**src/rtl/tick_enable_multi.sv**
```systemverilog
// tick_enable_multi: multi-channel, runtime-programmable clock-enable generator.
// Each channel produces a one-cycle Enable tick every P cycles (periodic) or a
// single tick followed by a Done level (one-shot). Period registers are written
// through a shared Load port. A shared Sync strobe restarts every counting channel.
//
// Ports:
//   CLK        in   system clock, rising edge
//   Reset      in   asynchronous active-low reset
//   Run        in   [CHANNELS]  per-channel run request (level)
//   Oneshot    in   [CHANNELS]  mode captured on IDLE->COUNT (1 = one-shot)
//   Load       in   strobe: period[Load_Sel] <= Load_Value
//   Load_Sel   in   [SEL_W]     target channel (out-of-range writes are dropped)
//   Load_Value in   [WIDTH]     new period in CLK cycles (0 disables the channel)
//   Sync       in   strobe: every COUNT channel restarts its period
//   Enable     out  [CHANNELS]  registered one-cycle tick
//   Done       out  [CHANNELS]  registered, high while a one-shot channel is finished

module tick_enable_chan #(
  parameter int WIDTH       = 20,
  parameter int DEFAULT_DIV = 500000
) (
  input  logic             clk,
  input  logic             rst_n,
  input  logic             run,
  input  logic             oneshot,
  input  logic             sync,
  input  logic             load_wr,
  input  logic [WIDTH-1:0] load_value,
  output logic             enable,
  output logic             done
);

  typedef enum logic [1:0] {S_IDLE, S_COUNT, S_DONE} state_t;

  localparam logic [WIDTH-1:0] ONE = WIDTH'(1);

  state_t           state_q, state_d;
  logic [WIDTH-1:0] cnt_q, cnt_d;
  logic [WIDTH-1:0] per_q, per_d;
  logic             mode_q, mode_d;
  logic             en_q, en_d;
  logic             done_q, done_d;
  logic [WIDTH-1:0] reload;

  // Reloads always use the period held before this edge, so a Load landing on
  // the same edge as a reload only affects the following period.
  assign reload = per_q - ONE;

  always_comb begin
    state_d = state_q;
    cnt_d   = cnt_q;
    mode_d  = mode_q;
    en_d    = 1'b0;
    per_d   = load_wr ? load_value : per_q;
    unique case (state_q)
      S_IDLE: begin
        if (run && per_q != '0) begin
          state_d = S_COUNT;
          cnt_d   = reload;
          mode_d  = oneshot;
        end
      end
      S_COUNT: begin
        // Priority: Run drop > Sync > terminal count.
        if (!run) begin
          state_d = S_IDLE;
          cnt_d   = '0;
        end else if (sync) begin
          if (per_q == '0) begin
            // Period was cleared; restarting would wrap, so park instead.
            state_d = S_IDLE;
            cnt_d   = '0;
          end else begin
            cnt_d = reload;
          end
        end else if (cnt_q == '0) begin
          en_d = 1'b1;
          if (mode_q)              state_d = S_DONE;
          else if (per_q == '0)    state_d = S_IDLE;
          else                     cnt_d   = reload;
        end else begin
          cnt_d = cnt_q - ONE;
        end
      end
      S_DONE: begin
        if (!run) state_d = S_IDLE;
      end
      default: state_d = S_IDLE;
    endcase
    done_d = (state_d == S_DONE);
  end

  always_ff @(posedge clk or negedge rst_n) begin
    if (!rst_n) begin
      state_q <= S_IDLE;
      cnt_q   <= '0;
      per_q   <= WIDTH'(DEFAULT_DIV);
      mode_q  <= 1'b0;
      en_q    <= 1'b0;
      done_q  <= 1'b0;
    end else begin
      state_q <= state_d;
      cnt_q   <= cnt_d;
      per_q   <= per_d;
      mode_q  <= mode_d;
      en_q    <= en_d;
      done_q  <= done_d;
    end
  end

  assign enable = en_q;
  assign done   = done_q;

endmodule

module tick_enable_multi #(
  parameter int CHANNELS    = 4,
  parameter int WIDTH       = 20,
  parameter int DEFAULT_DIV = 500000,
  parameter int SEL_W       = 2
) (
  input  logic                CLK,
  input  logic                Reset,
  input  logic [CHANNELS-1:0] Run,
  input  logic [CHANNELS-1:0] Oneshot,
  input  logic                Load,
  input  logic [SEL_W-1:0]    Load_Sel,
  input  logic [WIDTH-1:0]    Load_Value,
  input  logic                Sync,
  output logic [CHANNELS-1:0] Enable,
  output logic [CHANNELS-1:0] Done
);

  // Channel i only sees a write when Load_Sel matches i, so selects at or
  // beyond CHANNELS fall through without touching any period register.
  for (genvar i = 0; i < CHANNELS; i++) begin : g_ch
    logic load_wr;
    assign load_wr = Load && (Load_Sel == SEL_W'(i));

    tick_enable_chan #(
      .WIDTH       (WIDTH),
      .DEFAULT_DIV (DEFAULT_DIV)
    ) u_chan (
      .clk        (CLK),
      .rst_n      (Reset),
      .run        (Run[i]),
      .oneshot    (Oneshot[i]),
      .sync       (Sync),
      .load_wr    (load_wr),
      .load_value (Load_Value),
      .enable     (Enable[i]),
      .done       (Done[i])
    );
  end

endmodule

```
**config.mk**
```make
export PLATFORM = sky130hd
export DESIGN_NAME = tick_enable_multi
export DESIGN_NICKNAME = d
export VERILOG_FILES = /design/src/rtl/tick_enable_multi.sv
export SDC_FILE = /design/constraint.sdc
export NUM_CORES = 1
export LEC_CHECK = 0
export CORE_UTILIZATION = 50
export CTS_BUF_LIST = sky130_fd_sc_hd__clkbuf_8
export DETAILED_ROUTE_END_ITERATION = 10
export HOLD_SLACK_MARGIN = 0.08
export PLACE_DENSITY = 0.74
export SETUP_SLACK_MARGIN = 0.4
export SYNTH_ARGS = -nofsm -noshare
export SYNTH_HDL_FRONTEND = slang
export SYNTH_SLANG_ARGS = --single-unit
```
**constraint.sdc**
```tcl
create_clock -name CLK -period 3.1 [get_ports CLK]
set_input_delay 0.93 -clock CLK [delete_from_list [all_inputs] [get_ports CLK]]
set_output_delay 0.93 -clock CLK [all_outputs]
set_load 0.05 [all_outputs]
```
After elaboration in Yosys (flattened, before gate mapping)
Index checks and enable logic that the tools add are counted.
{ "word_totals": {"ff_bits": 180, "n_memories": 0, "latchBits": 0, "inputBits": 34, "romBits": 0, "ramBits": 0, "elab_cells": 176} }
{ "op_classes": {"magnitude_cmp": 0, "div_mod_pow": 0, "n_eq_ne": 27, "reduce_logical": 37, "n_addsub": 8, "shift": 0, "n_mul": 0, "bitwise_logic": 0, "muxes": 80} }
{ "op_table": {"columns": ["op", "count"], "rows": [
  ["2-to-1 mux 20 bit", 28],
  ["zero test 20 bit", 8],
  ["case mux 20 bit (2 select lines)", 4],
  ["subtractor 20 x 1 -> 20 bit, second input constant", 8],
  ["nonzero test 20 bit", 4],
  ["2-to-1 mux 2 bit", 28],
  ["inequality test 5 bit, second input constant", 8],
  ["case mux 2 bit (3 select lines)", 4],
  ["== test 2 bit, second input constant", 10],
  ["2-to-1 mux 1 bit", 16],
  ["AND reduction 4 bit", 4],
  ["== test 2 x 1 -> 1 bit, second input constant", 5],
  ["zero test 2 bit", 5],
  ["logical AND 1 bit", 8],
  ["inequality test 2 x 1 -> 1 bit, second input constant", 4],
  ["AND reduction 2 bit", 4],
  ["nonzero test 2 bit", 4]
]} }

Depth between registers and ports, before layout
{ "logic_depth": {"depth_word": 8, "mapped_depth": 10} }

Hierarchy
A second synthesis with hierarchy kept.
{ "unflattened": {"cells_unflattened": 1177, "hier_area_um2": 11202.0} }
{ "modules_own_cells": {"columns": ["mod", "area_each_um2", "cells_each", "seq_area_each_um2", "n_inst"], "rows": [
  ["tick_enable_chan (g_ch[0].u_chan ...)", 2750.1, 295, 1134.8, 2],
  ["tick_enable_chan (g_ch[3].u_chan)", 2832.7, 293, 1134.8, 1],
  ["tick_enable_chan (g_ch[2].u_chan)", 2831.5, 290, 1134.8, 1],
  ["tick_enable_multi", 37.5, 4, 0.0, 1]
]} }

Worst setup path after synthesis
OpenSTA, ideal clock, no wires.
{ "synth_path": {"path_type": "register to register", "from": "reg g_ch[1].u_chan.per_q[0]", "to": "reg g_ch[1].u_chan.cnt_q[10]", "n_path_buf": 1, "path_slack_ns": 0.539, "arrival_time_ns": 2.435, "path_stages_with_launch": 10, "cell_sequence": "dfrtp_1 > inv_1 > ha_1 > or4b_1 > buf_2 > or2_2 > or4_1 > xor2_1 > nor2_1 > o32a_1"} }
{ "synth_via": {"elab_chain_len": 7, "word_cells_on_any_way": 15} }
{ "synth_lines": {"columns": ["item", "line_no", "text"], "rows": [
  ["from (decl)", "39", "logic [WIDTH-1:0] per_q, per_d;"],
  ["from (signal assigned)", "97", "per_q <= WIDTH'(DEFAULT_DIV);"],
  ["from (signal assigned)", "104", "per_q <= per_d;"],
  ["subtractor 20 x 1 -> 20 bit", "47", "assign reload = per_q - ONE;"],
  ["2-to-1 mux 20 bit", "79", "else if (per_q == '0) state_d = S_IDLE;"],
  ["2-to-1 mux 20 bit", "78", "if (mode_q) state_d = S_DONE;"],
  ["2-to-1 mux 20 bit", "76", "end else if (cnt_q == '0) begin"],
  ["2-to-1 mux 20 bit", "68", "end else if (sync) begin"],
  ["2-to-1 mux 20 bit", "65", "if (!run) begin"],
  ["case mux 20 bit (2 select lines)", "55", "unique case (state_q)"],
  ["to (signal assigned)", "103", "cnt_q <= cnt_d;"],
  ["to (decl)", "38", "logic [WIDTH-1:0] cnt_q, cnt_d;"]
]} }
Parallel ways exist; a longest one is shown, timed or not. The select of a mux whose other input is x is not followed.
A chain may end at the register's enable or synchronous reset.

Worst setup path after layout
{ "layout_path": {"from": "in Sync", "to": "reg g_ch[1].u_chan.cnt_q[2]"} }
{ "layout_via": {"elab_chain_len": 3, "word_cells_on_any_way": 6} }
{ "layout_lines": {"columns": ["item", "line_no", "text"], "rows": [
  ["from (decl)", "129", "input logic Sync,"],
  ["2-to-1 mux 20 bit", "68", null],
  ["2-to-1 mux 20 bit", "65", null],
  ["case mux 20 bit (2 select lines)", "55", null]
]} }
Parallel ways exist; a longest one is shown, timed or not.

==> flow_summary.ini <==
[layout]
nets = 1282
area_growth_pct = 13.0
final.fill_count = 1882
fin_util_pct = 58.4
final_cells = 1524
n_antenna_cell = 0
layout-drive-gt1-share_pct = 19.6
final_area_um2 = 12500

[clock_tree]
holdBufCountCts = 0
path_clk_slew_ns = 0.09
clk_path_buf_depth = 2
root_buffer = clkbuf_8
clock-sinks = 180
clk_latency_ns = 0.48
cts_tree = yes
cts_made_buffers = 17
cts_max_level = 4

[timing]
setup_ws_ns = 0.463
finalHoldViolCount = 0
slew_viol_final = 0
max_slew.worst_pin.slew_ns = 0.973
finClkSkew_ns = 0.0170
slew_headroom_pct = 35.0
timing.final.crit_share_pct = 85.1
finalSetupViolCount = 0
rsz0062_at_grt = false
timing.fmax_ghz = 0.379
tns_ns = 0
period_minus_slack_ns = 2.64

[drt]
vias = 9718
route.antenna.remaining_nets = 0
drt_iter0_drc = 889
drt_wl_total_um = 29100
firstDrtPassIters = 5
wl_per_cell_um = 19.1
drc_errors = 0
viasPerCell = 6.38

[setup_path]
startpoint_type = input port
rrSetupSlack_ns = 0.49
critPathLaunch = Sync
worst-setup-path-type = input port to register
setup.worst_path.end_class = register
cp_max_fo = 14
critPathRequiredTime_ns = 3.47
r2r_start = g_ch[1].u_chan.per_q[1]$_DFFE_PN0P_
worstPathArrival_ns = 3.01
r2r_cells = 8
timing.rr.end = g_ch[1].u_chan.cnt_q[10]$_DFFE_PN0P_

[floorplan]
initial_core_util_pct = 51.7
die_y_um = 151
core_area_um2 = 21400
pin_count = 42
die_x_um = 151
rows = 53
die_area_um2 = 22700

[grt]
grt_pass1_wl_um = 46700
grt.total_usage_pct = 26.6
grt_overflow = 0
grt_max_degree = 76
antenna_found_initial = 0
first_global_vias = 8893

[placement]
place_congestion = 0.932
placed_area_um2 = 11900
port_buffers = 41
hpwl_um = 20700
post-place-ws_ns = 0.0304
dp_cells = 1489

[power]
power_density_nw_per_um2 = 611
p_leak_nw = 4.88
ir_drop_mv = 0.342

[yosys]
synthFlopType = dfrtp_1
yosysUniqueCellTypes = 76
syn-cell-area_um2 = 11000
synth_async_sr_flop_share_pct = 100
syn_area_per_cell_um2 = 9.28
synth_nets = 1235
ys_seq_elements = 180
synth_seq_area_share_pct = 41.2
yosysWarnings = 0
synth-edff-count = 0
synth_cells = 1189

[min_path]
hp-class = input port to async pin

[status]
outcome = finished clean

[job]
cap_violations = 0
final cells by class:
type	instances	area [um2]	area share, %
clock buffers	19	262	2.10
flip-flops and latches	180	4540	36.4
clock inverters	13	174	1.40
multi-input cells	920	6200	49.7
inverters	26	97.6	0.783
repair buffers	91	847	6.80
well taps	275	344	2.76
power breakdown:
group / switching (W) / internal, W / leakage (nW)
sequential: 0.000616 / 0.00288 / 2.19
combinational: 0.00129 / 0.00104 / 2.48
clock: 0.000924 / 0.000854 / 0.220
metrics by stage:
stage / hold slack (ns) / power (W)
4_1_cts: 0.498 / 0.00756
3_5_place_dp: 0.472 / 0.00578
2_1_floorplan: 0.448 / 0.00501
5_1_grt: 0.511 / 0.00804
6_report: 0.488 / 0.00761
3_3_place_gp: 0.472 / 0.00571
cells in the final DEF, fill, tap and decap left out, types with 11 or more instances in the layout:
cell	count
nor2b_1	12
nor4_1	38
a21oi_1	62
nor2_1	95
clkdlybuf4s50_1	40
a32o_1	15
ha_1	11
or4_1	12
xor2_1	27
or2_2	13
clkbuf_8	20
a22o_1	12
nand2b_1	11
mux2_2	83
xnor2_1	43
dfrtp_1	152
nor3_1	72
nand3_1	40
o21ai_0	93
nand2_1	85
o211ai_1	13
buf_4	44
dfstp_2	28
o31ai_1	12
or3_1	16
inv_1	24
cells by family after synthesis:
group | Yosys count | share of synthesized area (%)
AND/OR/NAND/NOR | 455 | 21.8
AO/OA/AOI/OAI | 295 | 17.6
flip-flops | 180 | 41.2
buffers and inverters | 89 | 3.61
multiplexers | 88 | 8.93
XOR/XNOR | 70 | 5.56
adder cells (fa/ha/maj) | 12 | 1.36
flip-flops by register name (all words and copies together) (netlist names):
register / flops
g_ch.u_chan.cnt_q: 80
g_ch.u_chan.done: 4
g_ch.u_chan.enable: 4
g_ch.u_chan.mode_q: 4
g_ch.u_chan.per_q: 80
g_ch.u_chan.state_q: 8
Yosys cell counts, drive strengths merged (5+ instances only):
| library cell | number | area share [%] |
|---|---|---|
| a32o | 15 | 1.4 |
| o41ai | 5 | 0.40 |
| or4 | 16 | 1.2 |
| inv | 26 | 0.88 |
| a22o | 12 | 0.95 |
| a31oi | 7 | 0.40 |
| o31ai | 13 | 0.88 |
| nand2b | 11 | 0.62 |
| o2bb2ai | 11 | 0.87 |
| o211ai | 13 | 0.88 |
| and3 | 8 | 0.45 |
| nand3 | 41 | 1.9 |
| mux2i | 5 | 0.45 |
| ha | 12 | 1.4 |
| o221ai | 7 | 0.56 |
| nor2b | 12 | 0.68 |
| a21o | 7 | 0.48 |
| o21ai | 100 | 4.6 |
| nor4 | 47 | 3.3 |
| nor3 | 75 | 3.4 |
| xnor2 | 43 | 3.4 |
| dfstp | 28 | 6.7 |
| dfrtp | 152 | 34 |
| nor3b | 11 | 0.75 |
| or2 | 14 | 0.79 |
| xor2 | 27 | 2.1 |
| mux2 | 83 | 8.5 |
| clkbuf | 37 | 1.3 |
| or3 | 16 | 0.91 |
| buf | 26 | 1.5 |
| nand4 | 7 | 0.40 |
| nand2 | 85 | 2.9 |
| a21oi | 62 | 2.8 |
| nor2 | 96 | 3.3 |
how the worst max path moves through the flow:
stage	endpoint	depth (start not counted)
detailed placement	g_ch[2].u_chan.cnt_q[12]$_DFFE_PN0P_	6
CTS	g_ch[3].u_chan.cnt_q[9]$_DFFE_PN0P_	8
global placement	g_ch[2].u_chan.cnt_q[12]$_DFFE_PN0P_	6
finish	g_ch[1].u_chan.cnt_q[2]$_DFFE_PN0P_	7
global route	g_ch[1].u_chan.cnt_q[10]$_DFFE_PN0P_	8
floorplan	g_ch[1].u_chan.cnt_q[10]$_DFFE_PN0P_	9
routing by layer:
layer  wire length, um  part of all wire [%]  vias up  track usage [%]
met5                 0                     0        -                0
met3              1770                   6.1       68             4.00
met2             13500                    46      375             41.6
li1                  -                     -     4500                -
met4               627                   2.2        0             8.33
met1             13200                    45     4775             37.7
worst max-delay path: stages:
cell             delay, ns
clkdlybuf4s50_1       0.58
inv_1                 0.15
buf_4                 0.20
a41oi_1               0.34
a31o_2                0.36
o21ai_0               0.15
a211o_1               0.30
what timing repair did:
item                       CTS  global route
gates resized for setup      4            15
pin swaps                    0             2
setup buffers                1             2
setup endpoints to repair    9            43
Note: power is estimated with default switching activity, not from simulation.
